`src/rtl/a78_pkg.sv`:
```
// Shared state encoding and A78 header layout constants for the cartridge loader.
package a78_pkg;

  typedef enum logic [2:0] {
    StIdle,
    StArmWait,
    StProbe,
    StHeader,
    StReplay,
    StData,
    StFinish
  } a78_state_e;

  localparam logic [39:0] HDR_MAGIC  = "ATARI";
  localparam int unsigned OFS_FLAGS  = 53;
  localparam int unsigned OFS_JOY0   = 55;
  localparam int unsigned OFS_JOY1   = 56;
  localparam int unsigned OFS_REGION = 57;
  localparam int unsigned OFS_SAVE   = 58;

endpackage

```
`src/rtl/a78_header_regs.sv`:
```
// Offset-decoded capture of the A78 header fields; cleared at the start of each cart download.
module a78_header_regs
  import a78_pkg::*;
(
  input  logic        clk_i,
  input  logic        rst_ni,
  input  logic        clear_i,
  input  logic        wr_i,
  input  logic [7:0]  addr_i,
  input  logic [7:0]  data_i,
  output logic [15:0] flags_o,
  output logic [7:0]  joy0_o,
  output logic [7:0]  joy1_o,
  output logic [7:0]  region_o,
  output logic [7:0]  save_o
);

  logic [15:0] flags_q, flags_d;
  logic [7:0]  joy0_q, joy0_d, joy1_q, joy1_d, region_q, region_d, save_q, save_d;

  always_comb begin
    flags_d  = flags_q;
    joy0_d   = joy0_q;
    joy1_d   = joy1_q;
    region_d = region_q;
    save_d   = save_q;
    if (clear_i) begin
      flags_d  = '0;
      joy0_d   = '0;
      joy1_d   = '0;
      region_d = '0;
      save_d   = '0;
    end else if (wr_i) begin
      // Offsets 49..52 carry nothing this loader consumes.
      case (addr_i)
        8'(OFS_FLAGS):     flags_d[15:8] = data_i;
        8'(OFS_FLAGS + 1): flags_d[7:0]  = data_i;
        8'(OFS_JOY0):      joy0_d        = data_i;
        8'(OFS_JOY1):      joy1_d        = data_i;
        8'(OFS_REGION):    region_d      = data_i;
        8'(OFS_SAVE):      save_d        = data_i;
        default: ;
      endcase
    end
  end

  always_ff @(posedge clk_i or negedge rst_ni) begin
    if (!rst_ni) begin
      flags_q  <= '0;
      joy0_q   <= '0;
      joy1_q   <= '0;
      region_q <= '0;
      save_q   <= '0;
    end else begin
      flags_q  <= flags_d;
      joy0_q   <= joy0_d;
      joy1_q   <= joy1_d;
      region_q <= region_d;
      save_q   <= save_d;
    end
  end

  assign flags_o  = flags_q;
  assign joy0_o   = joy0_q;
  assign joy1_o   = joy1_q;
  assign region_o = region_q;
  assign save_o   = save_q;

endmodule

```
`src/rtl/a78_cart_loader.sv`:
```
// Converts the ioctl download stream into cart dpram writes, stripping an A78 header when present
// and replaying the probe window for headerless files.
module a78_cart_loader
  import a78_pkg::*;
#(
  parameter int unsigned CART_AW   = 18,
  parameter int unsigned HDR_LEN   = 128,
  parameter int unsigned PROBE_LEN = 6
) (
  input  logic               clk_sys,
  input  logic               reset_n,
  input  logic               ioctl_download,
  input  logic [7:0]         ioctl_index,
  input  logic [24:0]        ioctl_addr,
  input  logic [7:0]         ioctl_dout,
  input  logic               ioctl_wr,
  output logic               cart_wr,
  output logic [CART_AW-1:0] cart_wr_addr,
  output logic [7:0]         cart_wr_data,
  output logic               cart_is_7800,
  output logic [31:0]        cart_size,
  output logic [15:0]        cart_flags,
  output logic [7:0]         joy0_type,
  output logic [7:0]         joy1_type,
  output logic [7:0]         cart_region,
  output logic [7:0]         cart_save,
  output logic               overflow,
  output logic               load_busy,
  output logic               load_done
);

  localparam int unsigned OfsW = 26;

  a78_state_e         state_q, state_d;
  logic               dl_q;
  logic [7:0]         probe_buf_q [PROBE_LEN];
  logic [7:0]         probe_buf_d [PROBE_LEN];
  logic [2:0]         replay_len_q, replay_len_d, replay_idx_q, replay_idx_d;
  logic               pend_valid_q, pend_valid_d;
  logic [24:0]        pend_addr_q, pend_addr_d, last_addr_q, last_addr_d;
  logic [7:0]         pend_data_q, pend_data_d;
  logic               seen_q, seen_d, is_7800_q, is_7800_d, overflow_q, overflow_d;
  logic [31:0]        cart_size_q, cart_size_d, size_raw, size_final;
  logic               wr_q, wr_d;
  logic [CART_AW-1:0] wr_addr_q, wr_addr_d;
  logic [7:0]         wr_data_q, wr_data_d;

  logic               cart_stb, start;
  logic [24:0]        src_addr;
  logic [7:0]         src_data;
  logic [OfsW-1:0]    ofs;

  assign cart_stb = ioctl_wr & ioctl_download & (ioctl_index != 8'd0);
  assign start    = (state_q == StIdle) & ioctl_download & ~dl_q & (ioctl_index != 8'd0);

  // A byte parked during replay goes through the data path ahead of any live strobe.
  assign src_addr = pend_valid_q ? pend_addr_q : ioctl_addr;
  assign src_data = pend_valid_q ? pend_data_q : ioctl_dout;
  assign ofs      = {1'b0, src_addr} - (is_7800_q ? OfsW'(HDR_LEN) : '0);
  assign size_raw = 32'(last_addr_q) + 32'd1;

  always_comb begin
    size_final = '0;
    if (seen_q) begin
      if (!is_7800_q) size_final = size_raw;
      else if (size_raw >= 32'(HDR_LEN)) size_final = size_raw - 32'(HDR_LEN);
    end
  end

  always_comb begin
    state_d      = state_q;
    probe_buf_d  = probe_buf_q;
    replay_len_d = replay_len_q;
    replay_idx_d = replay_idx_q;
    pend_valid_d = pend_valid_q;
    pend_addr_d  = pend_addr_q;
    pend_data_d  = pend_data_q;
    last_addr_d  = last_addr_q;
    seen_d       = seen_q;
    is_7800_d    = is_7800_q;
    overflow_d   = overflow_q;
    cart_size_d  = cart_size_q;
    wr_d         = 1'b0;
    wr_addr_d    = wr_addr_q;
    wr_data_d    = wr_data_q;

    if (cart_stb && state_q inside {StProbe, StHeader, StReplay, StData}) begin
      seen_d = 1'b1;
      if (!seen_q || ioctl_addr > last_addr_q) last_addr_d = ioctl_addr;
    end

    unique case (state_q)
      StIdle: begin
        if (start) begin
          probe_buf_d  = '{default: '0};
          replay_len_d = '0;
          replay_idx_d = '0;
          pend_valid_d = 1'b0;
          last_addr_d  = '0;
          seen_d       = 1'b0;
          is_7800_d    = 1'b0;
          overflow_d   = 1'b0;
          cart_size_d  = '0;
          state_d      = StProbe;
        end else if (ioctl_download && dl_q) begin
          state_d = StArmWait;
        end
      end
      StArmWait: if (!ioctl_download) state_d = StIdle;
      StProbe: begin
        if (cart_stb) begin
          if (ioctl_addr < 25'(PROBE_LEN)) begin
            probe_buf_d[ioctl_addr[2:0]] = ioctl_dout;
            if (ioctl_addr[2:0] >= replay_len_q) replay_len_d = ioctl_addr[2:0] + 3'd1;
          end
          if (ioctl_addr == 25'(PROBE_LEN - 1)) begin
            if ({probe_buf_q[1], probe_buf_q[2], probe_buf_q[3], probe_buf_q[4], ioctl_dout}
                == HDR_MAGIC) begin
              is_7800_d = 1'b1;
              state_d   = StHeader;
            end else begin
              state_d = StReplay;
            end
          end
        end else if (!ioctl_download) begin
          state_d = StReplay;
        end
      end
      StHeader: begin
        if (cart_stb && ioctl_addr == 25'(HDR_LEN - 1)) state_d = StData;
        else if (!ioctl_download) state_d = StFinish;
      end
      StReplay: begin
        if (replay_idx_q < replay_len_q) begin
          wr_d      = 1'b1;
          wr_addr_d = CART_AW'(replay_idx_q);
          wr_data_d = probe_buf_q[replay_idx_q];
        end
        replay_idx_d = replay_idx_q + 3'd1;
        if (replay_idx_q + 3'd1 >= replay_len_q) state_d = StData;
        if (cart_stb) begin
          pend_valid_d = 1'b1;
          pend_addr_d  = ioctl_addr;
          pend_data_d  = ioctl_dout;
        end
      end
      StData: begin
        if (pend_valid_q || cart_stb) begin
          pend_valid_d = 1'b0;
          if (ofs[OfsW-1:CART_AW] != '0) begin
            overflow_d = 1'b1;
          end else begin
            wr_d      = 1'b1;
            wr_addr_d = ofs[CART_AW-1:0];
            wr_data_d = src_data;
          end
        end else if (!ioctl_download) begin
          cart_size_d = size_final;
          state_d     = StFinish;
        end
      end
      StFinish: state_d = StIdle;
      default:  state_d = StIdle;
    endcase
  end

  always_ff @(posedge clk_sys or negedge reset_n) begin
    if (!reset_n) begin
      state_q      <= StIdle;
      dl_q         <= 1'b1;  // a download already active at reset release is not a rising edge
      probe_buf_q  <= '{default: '0};
      replay_len_q <= '0;
      replay_idx_q <= '0;
      pend_valid_q <= 1'b0;
      pend_addr_q  <= '0;
      pend_data_q  <= '0;
      last_addr_q  <= '0;
      seen_q       <= 1'b0;
      is_7800_q    <= 1'b0;
      overflow_q   <= 1'b0;
      cart_size_q  <= '0;
      wr_q         <= 1'b0;
      wr_addr_q    <= '0;
      wr_data_q    <= '0;
    end else begin
      state_q      <= state_d;
      dl_q         <= ioctl_download;
      probe_buf_q  <= probe_buf_d;
      replay_len_q <= replay_len_d;
      replay_idx_q <= replay_idx_d;
      pend_valid_q <= pend_valid_d;
      pend_addr_q  <= pend_addr_d;
      pend_data_q  <= pend_data_d;
      last_addr_q  <= last_addr_d;
      seen_q       <= seen_d;
      is_7800_q    <= is_7800_d;
      overflow_q   <= overflow_d;
      cart_size_q  <= cart_size_d;
      wr_q         <= wr_d;
      wr_addr_q    <= wr_addr_d;
      wr_data_q    <= wr_data_d;
    end
  end

  a78_header_regs u_header_regs (
    .clk_i    (clk_sys),
    .rst_ni   (reset_n),
    .clear_i  (start),
    .wr_i     (cart_stb && (state_q == StHeader)),
    .addr_i   (ioctl_addr[7:0]),
    .data_i   (ioctl_dout),
    .flags_o  (cart_flags),
    .joy0_o   (joy0_type),
    .joy1_o   (joy1_type),
    .region_o (cart_region),
    .save_o   (cart_save)
  );

  assign cart_wr      = wr_q;
  assign cart_wr_addr = wr_addr_q;
  assign cart_wr_data = wr_data_q;
  assign cart_is_7800 = is_7800_q;
  assign cart_size    = cart_size_q;
  assign overflow     = overflow_q;
  assign load_busy    = (state_q != StIdle) && (state_q != StArmWait);
  assign load_done    = (state_q == StFinish);

endmodule

```
`config.mk`:
```
export PLATFORM = sky130hd
export DESIGN_NAME = a78_cart_loader
export DESIGN_NICKNAME = d
export VERILOG_FILES = /design/src/rtl/a78_pkg.sv /design/src/rtl/a78_header_regs.sv /design/src/rtl/a78_cart_loader.sv
export SDC_FILE = /design/constraint.sdc
export NUM_CORES = 1
export LEC_CHECK = 0
export CAP_MARGIN = 20
export CELL_PAD_IN_SITES_DETAIL_PLACEMENT = 0
export CELL_PAD_IN_SITES_GLOBAL_PLACEMENT = 1
export CORE_ASPECT_RATIO = 1.5
export CORE_MARGIN = 2
export CORE_UTILIZATION = 34
export DETAILED_ROUTE_END_ITERATION = 16
export HOLD_SLACK_MARGIN = 0.03
export PLACE_DENSITY_LB_ADDON = 0.1
export REMOVE_ABC_BUFFERS = 1
export SLEW_MARGIN = 40
export SYNTH_ARGS = -nofsm -noshare
export SYNTH_HDL_FRONTEND = slang
export SYNTH_SLANG_ARGS = --single-unit
```
`constraint.sdc`:
```
create_clock -name clk_sys -period 7.15 [get_ports clk_sys]
set_clock_uncertainty 0.05 [all_clocks]
set_input_delay 1.43 -clock clk_sys [delete_from_list [all_inputs] [get_ports clk_sys]]
set_output_delay 1.43 -clock clk_sys [all_outputs]
set_load 0.03 [all_outputs]
```
==> flow_summary.ini <==
[outcome]
status = finished, final reports clean

[sta]
fin_crit_ns = 4.48
max-slew-margin-rel_pct = 47.4
whs_ns = 0.424
worst_pin_slew_ns = 0.788
slew_viol_final = 0
fin_ws_ns = 2.67
finalCritPeriodShare_pct = 62.6
hold_viol_final = 0
rsz0062_at_grt = false
setup_viol = 0
finalSetupTns_ns = 0
max_freq_ghz = 0.223

[clocking]
cts-hold-fix-buffers = 0
worstSkewPairLatency_ns = 0.54
root_buffer = clkbuf_16
htreeDepth = 1
clk_path_buf_depth = 3
cts_made_buffers = 26
clkTransAtPathRegs_ns = 0.06
post-cts-setup-buffers = 0
cts_repair_resize_count = 0
cts_sinks = 222
cts_tree = built

[worst_hold_path]
min-delay-start = cart_size[17]
hold_class = reg2reg
min_to = cart_size[17]
whs_path_depth = 2

[layout]
final_cell_area_um2 = 15100
final_cell_mix = 220 x dfrtp_1, 154 x clkdlybuf4s50_1, 102 x nand2_1, 85 x mux2i_1, 84 x nor2_1
final_common_cell = dfrtp_1
seq_area_um2 = 5560
instances_no_fill = 1814
fillerInstances = 3507
fin_nets = 1409
final_util_pct = 43.1
multi_input_area_um2 = 6100
synthToLayoutAreaGrowth_pct = 24.9
drive_gt1_share_pct = 12.2

[placed_design]
place.gp.congestion = 0.807
io_buffer_count = 155
dp_cells = 1765
dp_slack_ns = 2.04
place_area_um2 = 14100
dp_hpwl_um = 26700

[worst_setup_path]
r2r_start = pend_valid_q
critPathLaunchType = input port
end_kind = register
cp.required_ns = 7.53
rrSetupSlack_ns = 3.03
worstReg2RegEnd = cart_wr_data[5]
crit_fanout = 31
path_class = in2reg
arrival_ns = 4.85
ff2ff_path_depth = 12

[detailed_routing]
first_pass_iters = 5
vias_per_cell = 5.29
antenna_left = 0
drt-initial-drc-count = 622
vias = 9604
drt-total-wl_um = 37400
drc_errors = 0
wire_per_inst_um = 20.6

[yosys]
synth_edf_count = 0
synth_seq_area_share_pct = 45.9
syn-cell-area_um2 = 12100
ys_ff_latch = 222
synthFlopType = dfrtp_1
synth_cells = 1189
avgSynthCellArea_um2 = 10.2
ys_types = 74
ys_async_sr_fraction_pct = 100
yosysWarnings = 0

[global_routing]
antenna_found_initial = 0
grtUsageMet3_pct = 3.14
grtUsageTotal_pct = 20.2
busiest_layer = met2
grt_overflow = 0
grt_max_degree = 82
grt_use_met1_pct = 23.0
grt_pass1_wl_um = 58600
grt.met2_usage_pct = 37.7
grt_pass1_vias = 10066

[power]
ir_drop_mv = 0.152
p_sw_mw = 1.86
p_seq_share_pct = 36.4
pwr-share-comb_pct = 34.4
power_mw = 5.03
cellLeakagePower_nw = 6.67
p_per_area_nw_per_um2 = 333
p_int_mw = 3.17
p_clk_share_pct = 29.3
switching_share_pct = 36.9

[flow_run]
drv_cap = 0

[floorplan]
initial_utilization_pct = 34.5
ios = 156
dieArea_um2 = 37100
core_um2 = 35100
die_w_um = 158
fp.dieH_um = 235
fp-row-count = 84
[worst max path at each step]
| stage | endpoint | slack (ns) | startpoint | cells after the start |
|---|---|---|---|---|
| after floorplan | last_addr_q[0] | 2.31 | ioctl_addr[10] | 9 |
| after global placement | cart_wr_data[5] | 2.09 | ioctl_addr[7] | 12 |
| after detailed placement | cart_wr_addr[1] | 2.04 | ioctl_addr[7] | 12 |
| after CTS | cart_wr_data[5] | 2.63 | ioctl_addr[7] | 12 |
| after global routing | cart_wr_data[5] | 2.38 | ioctl_addr[7] | 12 |
| final | cart_wr_data[5] | 2.67 | ioctl_addr[7] | 12 |
[metal layers]
metal  vias to the layer above  wire length [um]
met4                         0              1270
met5                         -                 0
li1                       4565                 -
met2                       195             20300
met3                        65              1560
met1                      4779             14300
[final cells by class]
| type | instances | share of cell area [%] |
|---|---|---|
| repair buffers | 177 | 11.7 |
| clock inverters | 18 | 1.51 |
| diodes | 1 | 0.0166 |
| clock buffers | 30 | 4.74 |
| well taps | 473 | 3.92 |
| inverters | 39 | 0.968 |
| flip-flops and latches | 222 | 36.8 |
| multi-input cells | 854 | 40.4 |
[kinds of logic (layout without fill, tap and decap cells)]
group / count (synthesis) / after routing / synth area share [%]
buffers and inverters: 113 / 264 / 3.90
other: 0 / 1 / 0
multiplexers: 145 / 145 / 13.4
flip-flops: 222 / 222 / 45.9
AND/OR/NAND/NOR: 387 / 387 / 16.3
AO/OA/AOI/OAI: 236 / 236 / 12.9
XOR/XNOR: 42 / 42 / 3.04
adder cells (fa/ha/maj): 44 / 44 / 4.55
[power groups by stage]
stage	clock network, mW	registers (mW)	logic (mW)
2_1_floorplan	0	1.96	0.968
3_3_place_gp	0	1.85	1.73
3_5_place_dp	0	1.86	1.75
4_1_cts	1.52	1.83	1.76
5_1_grt	1.56	1.88	1.92
6_report	1.47	1.83	1.73
[critical path, cell delays in order]
cell and delay (ns):
clkdlybuf4s50_1 0.59, mux2i_1 0.22, ha_1 0.22, ha_1 0.21
o211ai_1 0.17, nor4b_2 0.47, mux2i_1 0.23, o21ai_1 0.10
nand2_1 0.07, buf_4 0.28, nand2_1 0.41, mux2_2 0.42
[registers in the layout, summed over array words and instances, names as in the netlist, 16 cells and up]
name / cells
cart_size: 27
cart_wr_addr: 18
last_addr_q: 25
pend_addr_q: 25
probe_buf_q: 48
u_header_regs.flags_o: 16
[cells in the mapped netlist (3+ instances only)]
cell	instances	area, um^2
a211o_1	3	26.3
a21o_1	9	67.6
a21oi_1	51	255
a221oi_1	9	78.8
a22o_1	48	420
a31oi_1	9	56.3
and2_1	6	37.5
and3_1	14	87.6
buf_1	5	18.8
buf_2	17	85.1
buf_4	7	52.6
clkbuf_1	45	169
dfrtp_1	221	5530
ha_1	44	551
inv_1	36	135
mux2_2	52	586
mux2i_1	85	851
mux4_2	8	180
nand2_1	103	387
nand3_1	64	320
nand4_1	14	87.6
nor2_1	85	319
nor2b_1	7	43.8
nor3_1	31	155
nor3b_1	6	45.0
nor4_1	11	68.8
nor4b_1	6	52.6
nor4bb_1	4	40.0
o2111ai_1	3	26.3
o211ai_1	4	30.0
o21ai_0	67	335
o21ai_1	7	35.0
o22ai_1	4	25.0
o31ai_1	3	22.5
or3_1	5	31.3
or4_1	6	45.0
xnor2_1	35	307
xor2_1	7	61.3
(Power assumes the default switching activity.)
